[src/rtl/arith_pkg.sv]
// arith_pkg: shared types and constants for the arithmetic library.
//   state_t       : sequencer states of the iterative arithmetic blocks
//   DEFAULT_WIDTH : operand width shared with the ripple adder
//   CNT_W         : bit-counter width for DEFAULT_WIDTH
//   cnt_w()       : bit-counter width for an arbitrary operand width
package arith_pkg;
   typedef enum logic [1:0] {IDLE, RUN, DONE} state_t;
   localparam int DEFAULT_WIDTH = 4;
   localparam int CNT_W = $clog2(DEFAULT_WIDTH);
   function automatic int cnt_w(input int w);
      return (w < 2) ? 1 : $clog2(w);
   endfunction
endpackage

[src/rtl/fs_cell.sv]
// fs_cell: combinational 1-bit full subtractor computing a - b - bin.
//   a, b : operand bits
//   bin  : borrow in
//   d    : difference bit
//   bout : borrow out
module fs_cell (
   input  logic a,
   input  logic b,
   input  logic bin,
   output logic d,
   output logic bout
);
   assign d    = a ^ b ^ bin;
   assign bout = (~a & b) | (~(a ^ b) & bin);
endmodule

[src/rtl/serial_subtractor.sv]
// serial_subtractor: bit-serial A - B, one bit per clock LSB first, with valid/ready handshakes.
//   clk, rst          : clock, synchronous active-high reset
//   in_valid/in_ready : operand handshake, A and B captured on the accept edge
//   out_valid/out_ready : result handshake
//   D, borrow, zero   : difference mod 2^WIDTH, A < B flag, D == 0 flag
//   busy              : high while bits are being processed
module serial_subtractor
   import arith_pkg::*;
#(
   parameter int WIDTH = DEFAULT_WIDTH
) (
   input  logic             clk,
   input  logic             rst,
   input  logic             in_valid,
   output logic             in_ready,
   input  logic [WIDTH-1:0] A,
   input  logic [WIDTH-1:0] B,
   output logic             out_valid,
   input  logic             out_ready,
   output logic [WIDTH-1:0] D,
   output logic             borrow,
   output logic             zero,
   output logic             busy
);
   localparam int CW = cnt_w(WIDTH);
   state_t state, state_next;
   logic [WIDTH-1:0] a_sh, b_sh, r_sh, r_next;
   logic [CW-1:0] cnt;
   logic br, d_bit, br_next, last;
   fs_cell u_fs (
      .a   (a_sh[0]),
      .b   (b_sh[0]),
      .bin (br),
      .d   (d_bit),
      .bout(br_next)
   );
   // difference bits enter at the MSB so the LSB-first result lands aligned after WIDTH shifts
   assign r_next = {d_bit, r_sh[WIDTH-1:1]};
   assign last   = cnt == CW'(WIDTH - 1);
   always_comb begin
      state_next = state;
      in_ready   = state == IDLE;
      busy       = state == RUN;
      out_valid  = state == DONE;
      state_next = (state == IDLE && in_valid) ? RUN  :
                   (state == RUN  && last)     ? DONE :
                   (state == DONE && out_ready) ? IDLE : state;
   end
   always_ff @(posedge clk) begin
      if (rst) begin
         state  <= IDLE;
         a_sh   <= '0;
         b_sh   <= '0;
         r_sh   <= '0;
         cnt    <= '0;
         br     <= 1'b0;
         D      <= '0;
         borrow <= 1'b0;
         zero   <= 1'b0;
      end else begin
         state <= state_next;
         if (state == IDLE && in_valid) begin
            a_sh <= A;
            b_sh <= B;
            br   <= 1'b0;
            cnt  <= '0;
         end
         if (state == RUN) begin
            a_sh <= a_sh >> 1;
            b_sh <= b_sh >> 1;
            r_sh <= r_next;
            br   <= br_next;
            cnt  <= cnt + 1'b1;
            if (last) begin
               D      <= r_next;
               borrow <= br_next;
               zero   <= r_next == '0;
            end
         end
      end
   end
endmodule

[config.mk]
export PLATFORM = sky130hd
export DESIGN_NAME = serial_subtractor
export DESIGN_NICKNAME = d
export VERILOG_FILES = /design/src/rtl/arith_pkg.sv /design/src/rtl/fs_cell.sv /design/src/rtl/serial_subtractor.sv
export SDC_FILE = /design/constraint.sdc
export NUM_CORES = 1
export LEC_CHECK = 0
export CORE_MARGIN = 5
export CORE_UTILIZATION = 44
export DETAILED_ROUTE_END_ITERATION = 12
export GPL_TIMING_DRIVEN = 0
export PLACE_DENSITY = 0.8
export SKIP_LAST_GASP = 1
export SLEW_MARGIN = 10
export SYNTH_ARGS = -nofsm -noshare
export SYNTH_HDL_FRONTEND = slang
export SYNTH_SLANG_ARGS = --single-unit
[constraint.sdc]
create_clock -name clk -period 1.2 [get_ports clk]
set_input_delay 0.24 -clock clk [delete_from_list [all_inputs] [get_ports clk]]
set_output_delay 0.24 -clock clk [all_outputs]
set_load 0.1 [all_outputs]
---- Word level (Yosys, flattened, before mapping) ----
Index checks and enable logic that the tools add are counted.
operators by class
  add/subtract/negate cells ............... 1
  muxes and demuxes ....................... 11
  bitwise gates (word level) .............. 7
  reductions and logical operators ........ 11
  equal/unequal tests ..................... 3
operator list
  cell                   number
  $mux W3                4
  $mux W2                4
  $eq A2 B2 Y1 const B   2
  $logic_not A4 Y1       1
  $reduce_bool A2 Y1     2
  $reduce_or A2 Y1       2
  $logic_and A1 B1 Y1    3
  $mux W1                3
  $reduce_bool A3 Y1     1
  $add A2 B1 Y2 const B  1
  $and A1 B1 Y1          2
  $eq A2 B1 Y1 const B   1
  $logic_not A2 Y1       1
  $not A1 Y1             2
  $reduce_and A2 Y1      1
  $xor A1 B1 Y1          2
  $or A1 B1 Y1           1
word-level totals
  register bits after elaboration ......... 23
  input port bits ......................... 12
  logic and storage cells ................. 45

---- Longest topological paths before layout ----
  depth in word-level cells ............... 5
  depth in mapped cells ................... 5
  depth with buffers taken out ............ 5

---- Modules after synthesis ----
Synthesis repeated with hierarchy kept, for this count alone.
unflattened totals
  cells, all modules ...................... 96
  area total of the unflattened synthesis .. 942.2 um^2
by module, submodules not included
  module             area an instance (um^2)  times used  cells an instance
  serial_subtractor  910.9                    1           92
  fs_cell            31.3                     1           4

---- Least setup slack after synthesis ----
Ideal clock, no wire load.
  path kind ............................... reg-to-reg
  start point ............................. register state[0]
  end point ............................... register a_sh[3]
  cell stages (with the launch flop) ...... 4
  path slack .............................. -0.929 ns
  required time ........................... 1.130 ns
  data arrival time ....................... 2.059 ns
  clock period less this slack ............ 2.129 ns
  buffers on the path ..................... 0
  path through ............................ dfxtp_1 nor2_1 a32oi_1 nor2_1
between the ends
  longest elaborated chain between the ends .. 2
  elaborated cells between the ends (all ways) .. 4
  classes of those cells .................. 1 x eq/ne; 3 x reduce/logical
RTL lines
  item                    line                     RTL
  start, declared         serial_subtractor.sv:26  state_t state, state_next;
  start signal, assigned  serial_subtractor.sv:61  state <= state_next;
  $logic_not A2 Y1        -
  via in_ready            serial_subtractor.sv:15  output logic in_ready,
  $logic_and A1 B1 Y1     serial_subtractor.sv:62  if (state == IDLE && in_valid) begin
  end signal, assigned    serial_subtractor.sv:69  a_sh <= a_sh >> 1;
  end, declared           serial_subtractor.sv:27  logic [WIDTH-1:0] a_sh, b_sh, r_sh, r_next;
The timed path passes the listed nets, and every way through them passes these cells.
A chain may end at the register's enable or synchronous reset.

---- Worst setup path in the final report ----
  start point ............................. register state[0]
  end point ............................... output out_valid
between the ends
  longest elaborated chain between the ends .. 1
RTL lines
  item           line                     RTL
  $eq A2 B2 Y1   serial_subtractor.sv:44  out_valid = state == DONE;
  end, declared  serial_subtractor.sv:18  output logic out_valid,
Every way passes these cells.

==> reports/qor.csv <==
stage,metric,value,unit
timing,final_max_slew_viol_count,0,
power_and_ir_drop,powerDensity,1220,nW/µm²
cts,clkSinkCount,22,
cts,cts_tree,yes,
timing,setup_violations,12,
outcome,outcome,"finished, violations left",
layout,syn_to_final_growth,42.4,%
timing,max_freq,0.732,GHz
power_and_ir_drop,power.total,1.72,mW
grt,track_usage,12.2,%
synthesis,synth_nets,107,
detailed_routing,vias,759,
timing,hold_viol,0,
detailed_routing,drc,0,
timing,min_period_over_period,114,%
detailed_routing,ant_nets,0,
grt,grt_pass1_vias,746,
detailed_routing,route.met3.wl,54,µm
timing,fin_skew,0.00222,ns
critical_path,path_class,reg2out,
detailed_routing,via_per_inst,5.09,
detailed_routing,wl_met1,873,µm
critical_path,required,0.96,ns
timing,setup_tns,-0.886,ns
power_and_ir_drop,vdd_drop_max,0.000748,V
placed_design,pre_cts_ws,-0.878,ns
timing,period_needed,1.37,ns
outcome,violations,setup timing,
critical_path,worst_setup_path_end_kind,output pin,
synthesis,syn_avg_cell_area,10.6,µm²
layout,regArea,458,µm²
hold_path,min_path_type,reg2reg,
synthesis,synthesis.area,988,µm²
detailed_routing,drt-initial-drc-count,5,
synthesis,ys_seq_elements,22,
floorplan,die_h,57.4,µm
detailed_routing,highest_layer,met4,
cts,ctsHoldBuffers,0,
cts,clkTransAtPathRegs,0.12,ns
power_and_ir_drop,p_leak,0.543,nW
synthesis,yosys_warnings,0,
run,maxCapViolCount,0,
layout,drive_gt1_share,42.1,%
floorplan,fp-row-count,17,
cts,h-tree-depth,1,
grt,globalRoute.totalOverflow,0,
critical_path,start_kind,flop,
floorplan,core_region_area,2170,µm²
timing,max_slew_margin,69.9,%
floorplan,initial_core_util,45.6,%
layout,nNetsFinal,136,
grt,grt_pass1_wl,3200,µm
layout,multiInputGateArea,517,µm²
timing,setup_slack,-0.166,ns
cts,cts_buffers,3,
detailed_routing,met2_length,957,µm
grt,grt_start_max_net_pins,14,
detailed_routing,drt-wirelength-per-cell,12.8,µm
critical_path,cp_max_fo,5,
floorplan,die_area,3290,µm²
cts,clock_path_buffers,2,
detailed_routing,dr.pass1.iters,4,
timing,rsz0062_at_grt,true,
critical_path,arrival,1.13,ns
floorplan,num_io_pins,21,
detailed_routing,drt_wl_total,1910,µm
cts,clkLatencyLatePin,0.31,ns
placed_design,place_congestion,0.722,
synthesis,yosysSeqAreaShare,44.6,%
grt,antenna_found_initial,0,
cts,root_buffer,clkbuf_4,
placed_design,numPortBuffers,20,
layout,diodes,0,
synthesis,ys_types,24,
synthesis,syn-instance-count,93,
floorplan,fp.dieW,57.4,µm
timing,worst_pin_slew,0.451,ns
placed_design,dp_hpwl,1350,µm
layout,fill_cells,174,
==> logic make-up (layout without fill, tap and decap cells) <==
family,Yosys count,after routing,synth area share [%]
mux,14,14,14.2
compound gates,18,18,17.8
fa+ha+maj,2,2,3.29
buf+inv,10,38,7.47
simple gates,27,27,12.7
flops,22,22,44.6
==> power breakdown <==
part / switching, mW / total [mW] / internal [mW]
sequential: 0.0321 / 0.799 / 0.767
combinational: 0.177 / 0.354 / 0.177
clock: 0.228 / 0.566 / 0.338
total: 0.438 / 1.72 / 1.28
==> area by class of cell <==
| class | instances | area share (%) |
|---|---|---|
| clock inverter | 1 | 2.13 |
| inverter | 4 | 1.07 |
| multi-input combinational | 61 | 36.7 |
| buffer | 5 | 3.91 |
| timing repair buffer | 25 | 19.6 |
| tap | 28 | 2.49 |
| sequential | 22 | 32.5 |
| clock buffer | 3 | 1.60 |
==> cells in the mapped netlist <==
master     n  area, µm²
o21bai_1   1       7.51
or2b_1     1       7.51
nor2_1    18       67.6
nor4_1     1       6.26
dfxtp_1   22        440
buf_12     1       20.0
a211oi_2   8        100
nand2_1    1       3.75
a32oi_1    2       17.5
buf_6      2       22.5
inv_1      4       15.0
and3b_1    1       8.76
o21ai_0    2       10.0
a21oi_1    2       10.0
o21ba_4    1       16.3
nor2b_1    2       12.5
mux2i_1   14        140
nor2_2     3       18.8
buf_4      1       7.51
a22oi_1    2       15.0
ha_1       1       12.5
clkbuf_1   1       3.75
fa_1       1       20.0
buf_2      1       5.00
==> worst max-delay path, cell delays in order, from the launching register on <==
cell and delay (ns):
dfxtp_4 0.40, buf_8 0.13, nor2b_4 0.12, buf_12 0.18
==> sequential cells by signal, indices dropped and copies added (netlist names), 2 cells and up <==
register,flops
a_sh,4
state,2
b_sh,4
r_sh,3
D,4
cnt,2
==> repair_timing <==
item | in CTS | in global routing
gates resized for setup | 69 | 11
buffers inserted | 4 | 1
pin swaps | 1 | 1
setup endpoints to repair | 16 | 24
==> through the flow <==
step / util [%] / hold slack [ns] / instance area, µm² / cells
3_5_place_dp: 57.7 / 0.471 / 1250 / 141
6_report: 64.9 / 0.456 / 1410 / 149
2_1_floorplan: - / 0.305 / 1020 / 93
4_1_cts: 63.1 / 0.504 / 1370 / 149
3_3_place_gp: 57.7 / 0.463 / 1250 / 141
5_1_grt: 64.9 / 0.470 / 1410 / 149
==> cell usage in the layout (no fill, tap or decap) <==
| cell | Yosys | layout |
|---|---|---|
| nor4_2 | 0 | 1 |
| buf_4 | 1 | 5 |
| bufinv_16 | 0 | 1 |
| dfxtp_1 | 22 | 12 |
| clkdlybuf4s50_1 | 0 | 11 |
| clkbuf_4 | 0 | 3 |
| mux2i_1 | 14 | 14 |
| nor2_1 | 18 | 17 |
| inv_1 | 4 | 3 |
| nor2_2 | 3 | 3 |
| buf_6 | 2 | 7 |
| o21ai_0 | 2 | 2 |
| a21oi_1 | 2 | 2 |
| nand2_1 | 1 | 1 |
| o21bai_4 | 0 | 1 |
| dfxtp_2 | 0 | 8 |
| buf_2 | 1 | 1 |
| nor2b_4 | 0 | 2 |
| fa_2 | 0 | 1 |
| and3b_1 | 1 | 1 |
| or2b_1 | 1 | 1 |
| o21ba_4 | 1 | 1 |
| dfxtp_4 | 0 | 2 |
| a22oi_1 | 2 | 2 |
| a211oi_2 | 8 | 8 |
| clkbuf_1 | 1 | 1 |
| buf_8 | 0 | 1 |
| ha_1 | 1 | 1 |
| a32oi_1 | 2 | 2 |
| buf_12 | 1 | 4 |
| nor2_4 | 0 | 1 |
| inv_2 | 0 | 1 |
==> layer usage <==
layer / track usage [%] / vias to the layer above
met1: 15.9 / 367
met2: 20.3 / 9
met3: 2.26 / 2
met4: 3.97 / 0
met5: 0 / -
li1: - / 381
==> final timing paths <==
check                   startpoint                   to  cells after the start  slack (ns)
max          state[0]$_SDFFE_PP0P_            out_valid                      3       -0.17
min            cnt[0]$_SDFFE_PP0P_  cnt[0]$_SDFFE_PP0P_                      1        0.46
max reg2reg        br$_SDFFE_PP0P_    zero$_SDFFE_PP0P_                      5       -0.16
min reg2reg    cnt[0]$_SDFFE_PP0P_  cnt[0]$_SDFFE_PP0P_                      1        0.46
No activity file was read; power rests on OpenSTA's default activity.
